<file path="config.mk">
export PLATFORM = sky130hd
export DESIGN_NAME = product_price_calc_flat
export DESIGN_NICKNAME = d
export VERILOG_FILES = /design/src/rtl/product_price_calc_pkg.sv /design/src/rtl/product_price_calc_if.sv /design/src/rtl/product_price_calc_divider.sv /design/src/rtl/product_price_calc.sv /design/src/flat_wrapper.sv
export SDC_FILE = /design/constraint.sdc
export NUM_CORES = 1
export LEC_CHECK = 0
export ABC_AREA = 1
export BUFFER_PORTS_ARGS = -buffer_cell sky130_fd_sc_hd__clkbuf_2
export CORE_MARGIN = 1
export CORE_UTILIZATION = 35
export CTS_BUF_LIST = sky130_fd_sc_hd__clkbuf_16
export DETAILED_ROUTE_END_ITERATION = 7
export SLEW_MARGIN = 30
export SYNTH_ARGS = -nofsm -noshare
export SYNTH_HDL_FRONTEND = slang
export SYNTH_HIERARCHICAL = 1
export SYNTH_SLANG_ARGS = --single-unit
</file>
<file path="constraint.sdc">
create_clock -name clk -period 5.1 [get_ports clk]
set_clock_uncertainty 0.1 [all_clocks]
set_input_delay 0.255 -clock clk [delete_from_list [all_inputs] [get_ports clk]]
set_output_delay 0.255 -clock clk [all_outputs]
set_load 0.02 [all_outputs]
</file>
<file path="src/rtl/product_price_calc_pkg.sv">
// Shared definitions for the scale pricing path: product codes, price table,
// FSM state encoding and the rounding/divide constants.
package product_price_calc_pkg;

    typedef logic [2:0]  prod_code_t;
    typedef logic [12:0] cents_t;

    typedef enum logic [2:0] {
        ST_IDLE   = 3'd0,
        ST_WAIT_W = 3'd1,
        ST_MUL    = 3'd2,
        ST_DIV    = 3'd3,
        ST_OUT    = 3'd4,
        ST_HOLD   = 3'd5
    } state_e;

    localparam prod_code_t  PROD_NONE    = 3'd0;
    localparam logic [21:0] ROUND_OFFSET = 22'd500;
    localparam logic [10:0] DIVISOR      = 11'd1000;
    localparam logic [4:0]  DIV_ITERS    = 5'd22;

    function automatic logic [9:0] price_lookup(input prod_code_t code);
        logic [9:0] p;
        case (code)
            3'd1:    p = 10'd129;
            3'd2:    p = 10'd249;
            3'd3:    p = 10'd299;
            3'd4:    p = 10'd450;
            3'd5:    p = 10'd199;
            3'd6:    p = 10'd899;
            3'd7:    p = 10'd1023;
            default: p = 10'd0;
        endcase
        return p;
    endfunction

endpackage

</file>
<file path="src/rtl/product_price_calc_if.sv">
// Result handshake from the pricing block to the display/receipt stage.
interface product_price_calc_if;
    import product_price_calc_pkg::*;

    logic       total_valid;
    logic       total_ready;
    cents_t     total_cents;
    prod_code_t total_product;

    modport master (output total_valid, output total_cents, output total_product, input total_ready);
    modport slave  (input total_valid, input total_cents, input total_product, output total_ready);
endinterface

</file>
<file path="src/rtl/product_price_calc_divider.sv">
// Restoring shift-subtract divider by the fixed price divisor: one quotient bit
// per cycle, the first bit is resolved on the start edge itself.
module price_divider
    import product_price_calc_pkg::*;
(
    input  logic        clk,
    input  logic        rst,
    input  logic        start,
    input  logic [21:0] dividend,
    output cents_t      quotient,
    output logic        done
);

    logic [9:0]  rem_r;
    logic [21:0] quo_r;
    logic [4:0]  cnt_r;
    logic        done_r;
    logic [9:0]  rem_in_s;
    logic [21:0] quo_in_s;
    logic [10:0] trial_s;
    logic [9:0]  rem_nxt_s;
    logic [21:0] quo_nxt_s;

    // One restoring step, applied to a freshly loaded dividend or the running state
    always_comb begin
        rem_in_s = rem_r;
        quo_in_s = quo_r;
        if (start) begin
            rem_in_s = 10'd0;
            quo_in_s = dividend;
        end else begin
            rem_in_s = rem_r;
            quo_in_s = quo_r;
        end
        trial_s = {rem_in_s, quo_in_s[21]};
        if (trial_s >= DIVISOR) begin
            rem_nxt_s = 10'(trial_s - DIVISOR);
            quo_nxt_s = {quo_in_s[20:0], 1'b1};
        end else begin
            rem_nxt_s = trial_s[9:0];
            quo_nxt_s = {quo_in_s[20:0], 1'b0};
        end
    end

    // Iteration counter and registered done pulse
    always_ff @(posedge clk) begin
        if (rst) begin
            rem_r  <= 10'd0;
            quo_r  <= 22'd0;
            cnt_r  <= 5'd0;
            done_r <= 1'b0;
        end else if (start) begin
            rem_r  <= rem_nxt_s;
            quo_r  <= quo_nxt_s;
            cnt_r  <= DIV_ITERS - 5'd1;
            done_r <= 1'b0;
        end else if (cnt_r != 5'd0) begin
            rem_r  <= rem_nxt_s;
            quo_r  <= quo_nxt_s;
            cnt_r  <= cnt_r - 5'd1;
            done_r <= (cnt_r == 5'd1);
        end else begin
            done_r <= 1'b0;
        end
    end

    // The quotient never exceeds 13 bits for legal price x weight products
    assign quotient = quo_r[12:0];
    assign done     = done_r;

endmodule

</file>
<file path="src/rtl/product_price_calc.sv">
// Debounces the classifier code, captures one weight sample and prices the item
// in cents with round-half-up, presenting the result on a valid/ready handshake.
module product_price_calc
    import product_price_calc_pkg::*;
#(
    parameter int STABLE_CYCLES = 4
)
(
    input  logic                 clk,
    input  logic                 rst,
    input  prod_code_t           product_detected,
    input  logic [11:0]          weight_g,
    input  logic                 weight_valid,
    output logic                 busy,
    product_price_calc_if.master res
);

    // The match that lifts the run to STABLE_CYCLES samples is the confirming one
    localparam logic [7:0] CONFIRM_AT = 8'(STABLE_CYCLES - 2);

    state_e      state_r;
    prod_code_t  prev_r;
    logic [7:0]  stab_cnt_r;
    logic [11:0] weight_r;
    logic        total_valid_r;
    cents_t      total_cents_r;
    prod_code_t  total_product_r;
    logic        busy_r;
    logic        div_start_s;
    logic [21:0] dividend_s;
    cents_t      div_quot_s;
    logic        div_done_s;

    assign div_start_s = (state_r == ST_MUL);
    assign dividend_s  = ({12'd0, price_lookup(total_product_r)} * {10'd0, weight_r}) + ROUND_OFFSET;

    price_divider u_div (
        .clk      (clk),
        .rst      (rst),
        .start    (div_start_s),
        .dividend (dividend_s),
        .quotient (div_quot_s),
        .done     (div_done_s)
    );

    // Main control FSM with registered outputs
    always_ff @(posedge clk) begin
        if (rst) begin
            state_r         <= ST_IDLE;
            prev_r          <= PROD_NONE;
            stab_cnt_r      <= 8'd0;
            weight_r        <= 12'd0;
            total_valid_r   <= 1'b0;
            total_cents_r   <= 13'd0;
            total_product_r <= PROD_NONE;
            busy_r          <= 1'b0;
        end else begin
            case (state_r)
                ST_IDLE: begin
                    prev_r <= product_detected;
                    if ((product_detected == prev_r) && (product_detected != PROD_NONE)) begin
                        if (stab_cnt_r == CONFIRM_AT) begin
                            stab_cnt_r      <= CONFIRM_AT + 8'd1;
                            total_product_r <= product_detected;
                            state_r         <= ST_WAIT_W;
                        end else begin
                            stab_cnt_r <= stab_cnt_r + 8'd1;
                        end
                    end else begin
                        stab_cnt_r <= 8'd0;
                    end
                end
                ST_WAIT_W: begin
                    // A weight strobe wins over a simultaneous code change
                    if (weight_valid) begin
                        weight_r <= weight_g;
                        busy_r   <= 1'b1;
                        state_r  <= ST_MUL;
                    end else if (product_detected != total_product_r) begin
                        stab_cnt_r <= 8'd0;
                        state_r    <= ST_IDLE;
                    end else begin
                        state_r <= ST_WAIT_W;
                    end
                end
                ST_MUL: begin
                    state_r <= ST_DIV;
                end
                ST_DIV: begin
                    if (div_done_s) begin
                        total_cents_r <= div_quot_s;
                        total_valid_r <= 1'b1;
                        state_r       <= ST_OUT;
                    end else begin
                        state_r <= ST_DIV;
                    end
                end
                ST_OUT: begin
                    if (res.total_ready) begin
                        total_valid_r <= 1'b0;
                        busy_r        <= 1'b0;
                        state_r       <= ST_HOLD;
                    end else begin
                        state_r <= ST_OUT;
                    end
                end
                ST_HOLD: begin
                    // Item must leave the scale before another one can be billed
                    if ((product_detected == PROD_NONE) || (product_detected != total_product_r)) begin
                        stab_cnt_r <= 8'd0;
                        state_r    <= ST_IDLE;
                    end else begin
                        state_r <= ST_HOLD;
                    end
                end
                default: begin
                    state_r <= ST_IDLE;
                end
            endcase
        end
    end

    assign res.total_valid   = total_valid_r;
    assign res.total_cents   = total_cents_r;
    assign res.total_product = total_product_r;
    assign busy              = busy_r;

endmodule
</file>
<file path="src/flat_wrapper.sv">
// flat-port wrapper written by rule: the top's interface ports become plain ports
module product_price_calc_flat import product_price_calc_pkg::*;
#(
    parameter int STABLE_CYCLES = 4
)
  (clk, rst, product_detected, weight_g, weight_valid, busy, res_total_valid, res_total_cents, res_total_product, res_total_ready);
  product_price_calc_if res_i ();
  input  logic clk;
  input  logic rst;
  input  prod_code_t product_detected;
  input  logic [11:0] weight_g;
  input  logic weight_valid;
  output logic busy;
  output wire logic [$bits(res_i.total_valid)-1:0] res_total_valid;
  output wire logic [$bits(res_i.total_cents)-1:0] res_total_cents;
  output wire logic [$bits(res_i.total_product)-1:0] res_total_product;
  input wire logic [$bits(res_i.total_ready)-1:0] res_total_ready;
  assign res_total_valid = res_i.total_valid;
  assign res_total_cents = res_i.total_cents;
  assign res_total_product = res_i.total_product;
  assign res_i.total_ready = res_total_ready;
  product_price_calc #(.STABLE_CYCLES(STABLE_CYCLES)) u_core (.clk(clk), .rst(rst), .product_detected(product_detected), .weight_g(weight_g), .weight_valid(weight_valid), .busy(busy), .res(res_i));
endmodule
</file>
==> metrics.yaml, run 1 <==
status:
  status: "finished with violations"
  violations: "negative setup slack"
clock_tree:
  root_buffer: "clkbuf_16"
  cts_tree: "yes"
  clock_latency_ns: 0.36
  hold_buffers: 0
  cts_sinks: 82
  clockBufferDepth: 2
  cts.htree.levels: 3
  path_clk_slew_ns: 0.07
  cts_buffers: 9
synthesis:
  synth_top_area_share_pct: 20.8
  muxShareOfSynthArea_pct: 0
  synth_compound_area_share_pct: 9.86
  yosysTopAreaCell: "fa_1"
  syn-instance-count: 1125
  synth-seq-cells: 82
  synth-edff-count: 0
  synth-simple-area-share_pct: 27.0
  synth.yosys.warnings: 6
  synth_ff_type: "dfxtp_1"
  ys_types: 43
  syn_nets: 1287
  syn_area_mm2: 0.00820
  synthArstFlopShare_pct: 0
  synth_top_family_by_area: "adder cells"
  postSynthAreaPerCell_um2: 7.29
  synth_xor_area_share_pct: 1.60
  seq_area_frac_synth_pct: 20.0
  synth.area.top_cells: "fa_1 (21%), dfxtp_1 (20%), nand2_1 (12%)"
  synthAdderAreaFrac_pct: 29.6
final_layout:
  nets: 1411
  nFillCells: 2280
  drive_above_1_share_pct: 26.5
  regArea_mm2: 0.00165
  final_common_cell: "nand2_1"
  area_growth_pct: 25.9
  layout_common_cells: "nand2_1 (232), inv_1 (158), nor2_1 (135), buf_4 (105), dfxtp_1 (79)"
  multi_input_area_mm2: 0.00610
  layout.cells.non_filler: 1568
  post-route-util_pct: 45.3
floorplan:
  die_w_um: 155
  num_rows: 55
  chipHeight_um: 155
  dieArea_mm2: 0.0240
  num_io_pins: 37
  start_util_pct: 36.0
  core_mm2: 0.0228
critical_path:
  critPathLaunchType: "flip-flop"
  rr_startpoint: "u_core/res.total_product[2]"
  cp_slowest_stage_delay_ns: 0.58
  crit_fanout: 7
  cp.arrival_ns: 5.52
  crit_type: "reg -> reg"
  worstRegToRegCells: 28
  slowest_stage: "fa_1"
  rr_endpoint: "u_core/u_div/quo_r[16]"
  ff2ff_setup_slack_ns: -0.24
  worstPathRequired_ns: 5.28
  cp-end-kind: "flip-flop"
detailed_routing:
  wl_per_cell_um: 13.6
  drt-vias-per-instance: 4.75
  drt-initial-drc-count: 460
  ant_nets: 0
  drc: 0
  dr_total_vias: 7453
  dr.pass1.iters: 5
  drt_wl_total_mm: 21.3
place:
  dp_hpwl_mm: 16.3
  dp.cells: 1530
  portBuffers: 36
  place.gp.congestion: 0.927
sta:
  fin_crit_ns: 5.34
  fin_hold_ws_ns: 0.0758
  fmax_mhz: 187
  rsz0062_at_grt: "yes"
  slew_headroom_pct: 59.7
  fin_tns_setup_ns: -1.74
  setup_ws_ns: -0.245
  slew_violations: 0
  setup_viol: 11
  tightest_slew_ns: 0.604
  min_period_over_period_pct: 105
  report.final.hold_viol_count: 0
power:
  cellPowerDensity_mw_per_mm2: 182
  leakage_nw: 5.00
  ir_drop_mv: 0.165
global_route:
  grt_pass1_vias: 7539
  grt_start_max_net_pins: 51
  grtUsageTotal_pct: 19.0
  antenna_found_initial: 0
  grt_pass1_wl_mm: 36.5
  grt_overflow: 0
worst_hold_path:
  worstHoldEndpoint: "u_core/weight_r[8]"
  min_from: "weight_g[8]"
  min_path_type: "in -> reg"
  worst_hold_path.num_cells: 3
run:
  maxCapViolations: 0
-- where the power goes --
| part | internal (W) | switching [W] | leakage (nW) |
|---|---|---|---|
| clock | 0.000388 | 0.000303 | 0.149 |
| sequential | 0.000692 | 0.0000407 | 0.665 |
| combinational | 0.000132 | 0.000326 | 4.18 |
| total | 0.00121 | 0.000670 | 5.00 |
-- registers in the layout, summed over array words and instances (netlist names) --
register	cells
u_core/state_r	3
u_core/u_div/done	1
u_core/prev_r	3
u_core/res.total_valid	1
u_core/res.total_cents	13
u_core/busy	1
u_core/res.total_product	3
u_core/u_div/quo_r	22
u_core/stab_cnt_r	8
u_core/u_div/rem_r	10
u_core/u_div/cnt_r	5
u_core/weight_r	12
-- synthesized netlist by cell type, drive strengths merged (2+ instances only) --
library cell and number:
nor2 178, nand2 269, o31ai 2, a21oi 54
a31oi 23, dfxtp 82, o21ai 54, clkbuf 12
o21bai 4, xor2 10, inv 185, buf 30
nand4 6, nand3 52, ha 58, a21boi 3
xnor2 5, nor3 7, fa 85
-- worst max-delay path: cells and delay by family (launching register included) --
family,cells,cell delay (ns)
flops,1,0.35
simple gates,9,0.60
compound gates,4,0.53
fa+ha+maj,6,2.78
buf+inv,9,0.88
-- layer usage --
layer / share of wire [%] / routed length [um] / vias to the layer above / global-route usage (%)
met5: 0 / 0 / - / 0
li1: - / - / 3729 / -
met2: 49 / 10500 / 138 / 33.5
met3: 4.1 / 868 / 24 / 3.23
met4: 1.5 / 327 / 0 / 4.95
met1: 45 / 9600 / 3562 / 24.0
-- cell families after synthesis --
group / after synthesis
flip-flops: 82
adder cells (fa/ha/maj): 143
XOR/XNOR: 15
AO/OA/AOI/OAI: 143
buffers and inverters: 227
AND/OR/NAND/NOR: 515
-- how the worst max path moves through the flow --
stage / cells after the start / startpoint / endpoint / slack, ns
final: 28 / u_core/res.total_product[2] / u_core/u_div/quo_r[16] / -0.24
after global routing: 32 / u_core/res.total_product[2] / u_core/u_div/rem_r[9] / -0.56
after CTS: 32 / u_core/res.total_product[2] / u_core/u_div/rem_r[9] / -0.20
after detailed placement: 32 / u_core/res.total_product[2] / u_core/u_div/rem_r[9] / -0.31
after global placement: 31 / u_core/res.total_product[2] / u_core/u_div/rem_r[9] / -0.25
after floorplan: 32 / u_core/res.total_product[2] / u_core/u_div/rem_r[9] / -0.12
-- area by class of cell --
cell class / instances / share of cell area, %
Inverter: 185 / 6.94
Clock buffer: 9 / 2.18
Antenna cell: 1 / 0.0242
Timing Repair Buffer: 155 / 11.2
Clock inverter: 7 / 0.812
Multi-Input combinational cell: 816 / 59.1
Sequential cell: 82 / 16.0
Tap cell: 313 / 3.79
-- through the flow --
step | setup slack [ns] | power [W] | instance area (um2)
floorplan | -0.124 | 0.00116 | 8360
global route | -0.556 | 0.00200 | 10300
global placement | -0.250 | 0.00120 | 9400
detailed placement | -0.314 | 0.00120 | 9400
CTS | -0.196 | 0.00190 | 10000
finish | -0.245 | 0.00188 | 10300
-- repair_timing --
item | CTS | global route
buffers inserted | 10 | 12
endpoints found under the setup margin | 15 | 17
gates resized for setup | 75 | 53
pin swaps | 49 | 49
(Power assumes the default switching activity.)
==> run 2, diff against run 1 <==
--- a/config.mk
+++ b/config.mk
@@ -11,6 +11,7 @@
 export CORE_UTILIZATION = 35
 export CTS_BUF_LIST = sky130_fd_sc_hd__clkbuf_16
 export DETAILED_ROUTE_END_ITERATION = 7
+export PLACE_DENSITY = 0.59
 export SLEW_MARGIN = 30
 export SYNTH_ARGS = -nofsm -noshare
 export SYNTH_HDL_FRONTEND = slang
==> run 2 against run 1 <==
Effect of this change: total power is 0.39% higher; critical endpoint is now u_core/u_div/rem_r[0]; final cell count is 0.77% lower; sequential power hardly changed; largest cell class unchanged; critical path type unchanged; the flow still finishes with violations (negative setup slack).
==> metrics.yaml, run 2 (synthesis results as in run 1) <==
final_layout:
  final_common_cell: "nand2_1"
  regArea_mm2: 0.00165
  area_growth_pct: 22.2
  largest_register_ffs: 22
  nFillCells: 2290
  multi_input_area_mm2: 0.00593
  antenna_cells: 0
  drive_above_1_share_pct: 22.9
  regMostFlops: "u_core/u_div/quo_r"
  nets: 1400
  layout_common_cells: "nand2_1 (244), inv_1 (164), nor2_1 (148), buf_4 (103)"
critical_path:
  ff2ff_setup_slack_ns: -0.38
  path_delay_family: "adder cells"
  cp.arrival_ns: 5.65
  critPathLaunchType: "flip-flop"
  cp-end-kind: "flip-flop"
  crit_type: "reg -> reg"
  cp_num_buf_inv: 7
  cp_slowest_stage_delay_ns: 0.53
  worstPathRequired_ns: 5.27
  rr_startpoint: "u_core/res.total_product[2]"
  crit_fanout: 6
  rr_endpoint: "u_core/u_div/rem_r[0]"
  worstRegToRegCells: 28
  slowest_stage: "fa_2"
clock_tree:
  clockBufferDepth: 2
  cts_sinks: 82
  path_clk_slew_ns: 0.08
  cts_tree: "yes"
  root_buffer: "clkbuf_16"
  cts.htree.levels: 3
  clock_latency_ns: 0.35
  cts_buffers: 9
  hold_buffers: 0
detailed_routing:
  drt-initial-drc-count: 393
  ant_nets: 0
  drc: 0
  drt-vias-per-instance: 4.72
  dr.pass1.iters: 5
  dr_total_vias: 7348
  wl_per_cell_um: 13.4
  drt_wl_total_mm: 20.9
floorplan:
  core_mm2: 0.0228
  start_util_pct: 36.0
  chipHeight_um: 155
  die_w_um: 155
  dieArea_mm2: 0.0240
  num_io_pins: 37
  num_rows: 55
power:
  ir_drop_mv: 0.165
  leakage_nw: 4.90
  total_power_w: 0.00189
  cellPowerDensity_mw_per_mm2: 189
global_route:
  grt_overflow: 0
  grt_pass1_wl_mm: 36.4
  grtUsageTotal_pct: 18.9
  antenna_found_initial: 0
  grt_pass1_vias: 7544
  grt_start_max_net_pins: 51
place:
  place.gp.congestion: 0.880
  dp_hpwl_mm: 16.4
  portBuffers: 36
sta:
  tightest_slew_ns: 0.877
  setup_viol: 14
  fmax_mhz: 182
  report.final.hold_viol_count: 0
  rsz0062_at_grt: "yes"
  min_period_over_period_pct: 107
  setup_ws_ns: -0.380
  slew_violations: 0
  slew_headroom_pct: 41.4
  fin_tns_setup_ns: -1.83
  fin_crit_ns: 5.48
worst_hold_path:
  worstHoldEndpoint: "u_core/weight_r[7]"
  worst_hold_path.num_cells: 3
  min_from: "weight_g[7]"
  min_path_type: "in -> reg"
status:
  violations: "negative setup slack"
  status: "finished with violations"
run:
  maxCapViolations: 0
## run 2: per-layer routing
| metal | track usage, % | part of all wire, % | vias to the layer above |
|---|---|---|---|
| li1 | - | - | 3710 |
| met1 | 23.2 | 45 | 3511 |
| met2 | 34.3 | 50 | 107 |
| met3 | 3.15 | 3.6 | 20 |
| met4 | 4.95 | 1.5 | 0 |
| met5 | 0 | 0 | - |
## run 2: layout make-up
cell class / instances / share of cell area, %
inverters: 185 / 7.11
repair buffers: 144 / 10.3
clock buffers: 9 / 2.25
flip-flops and latches: 82 / 16.4
well taps: 313 / 3.91
clock inverters: 7 / 0.837
multi-input cells: 816 / 59.2
## run 2: power breakdown
part / total, W / switching (W) / internal, W
combinational: 0.000462 / 0.000329 / 0.000132
clock: 0.000692 / 0.000302 / 0.000390
sequential: 0.000736 / 0.0000443 / 0.000692
## run 2: through the flow
stage	area, um2	cells	setup slack (ns)	util (%)	hold slack, ns
after floorplan	8360	1125	-0.124	-	0.214
after global placement	9400	1528	-0.319	41.3	0.353
after detailed placement	9400	1528	-0.312	41.3	0.357
after CTS	9840	1550	-0.322	43.2	0.0631
after global routing	10000	1556	-0.680	44.0	0.0912
final	10000	1556	-0.380	44.0	0.0773
## run 2: worst min-delay path: cells and delay by family
family / cells / cell delay (ns)
compound gates: 2 / 0.17
buf+inv: 1 / 0.07
## run 2: worst max path at each step
stage	startpoint	end	slack (ns)	cells after the start
final	u_core/res.total_product[2]	u_core/u_div/rem_r[0]	-0.38	28
after global routing	u_core/res.total_product[2]	u_core/u_div/rem_r[9]	-0.68	32
after CTS	u_core/res.total_product[2]	u_core/u_div/rem_r[9]	-0.32	32
after detailed placement	u_core/res.total_product[2]	u_core/u_div/rem_r[9]	-0.31	31
after global placement	u_core/res.total_product[2]	u_core/u_div/rem_r[9]	-0.32	34
after floorplan	u_core/res.total_product[2]	u_core/u_div/rem_r[9]	-0.12	32
## run 2: repair_timing
action | CTS | global route
pin swaps | 22 | 31
resized for setup | 26 | 38
setup buffers | 7 | 6
endpoints found under the setup margin | 15 | 17
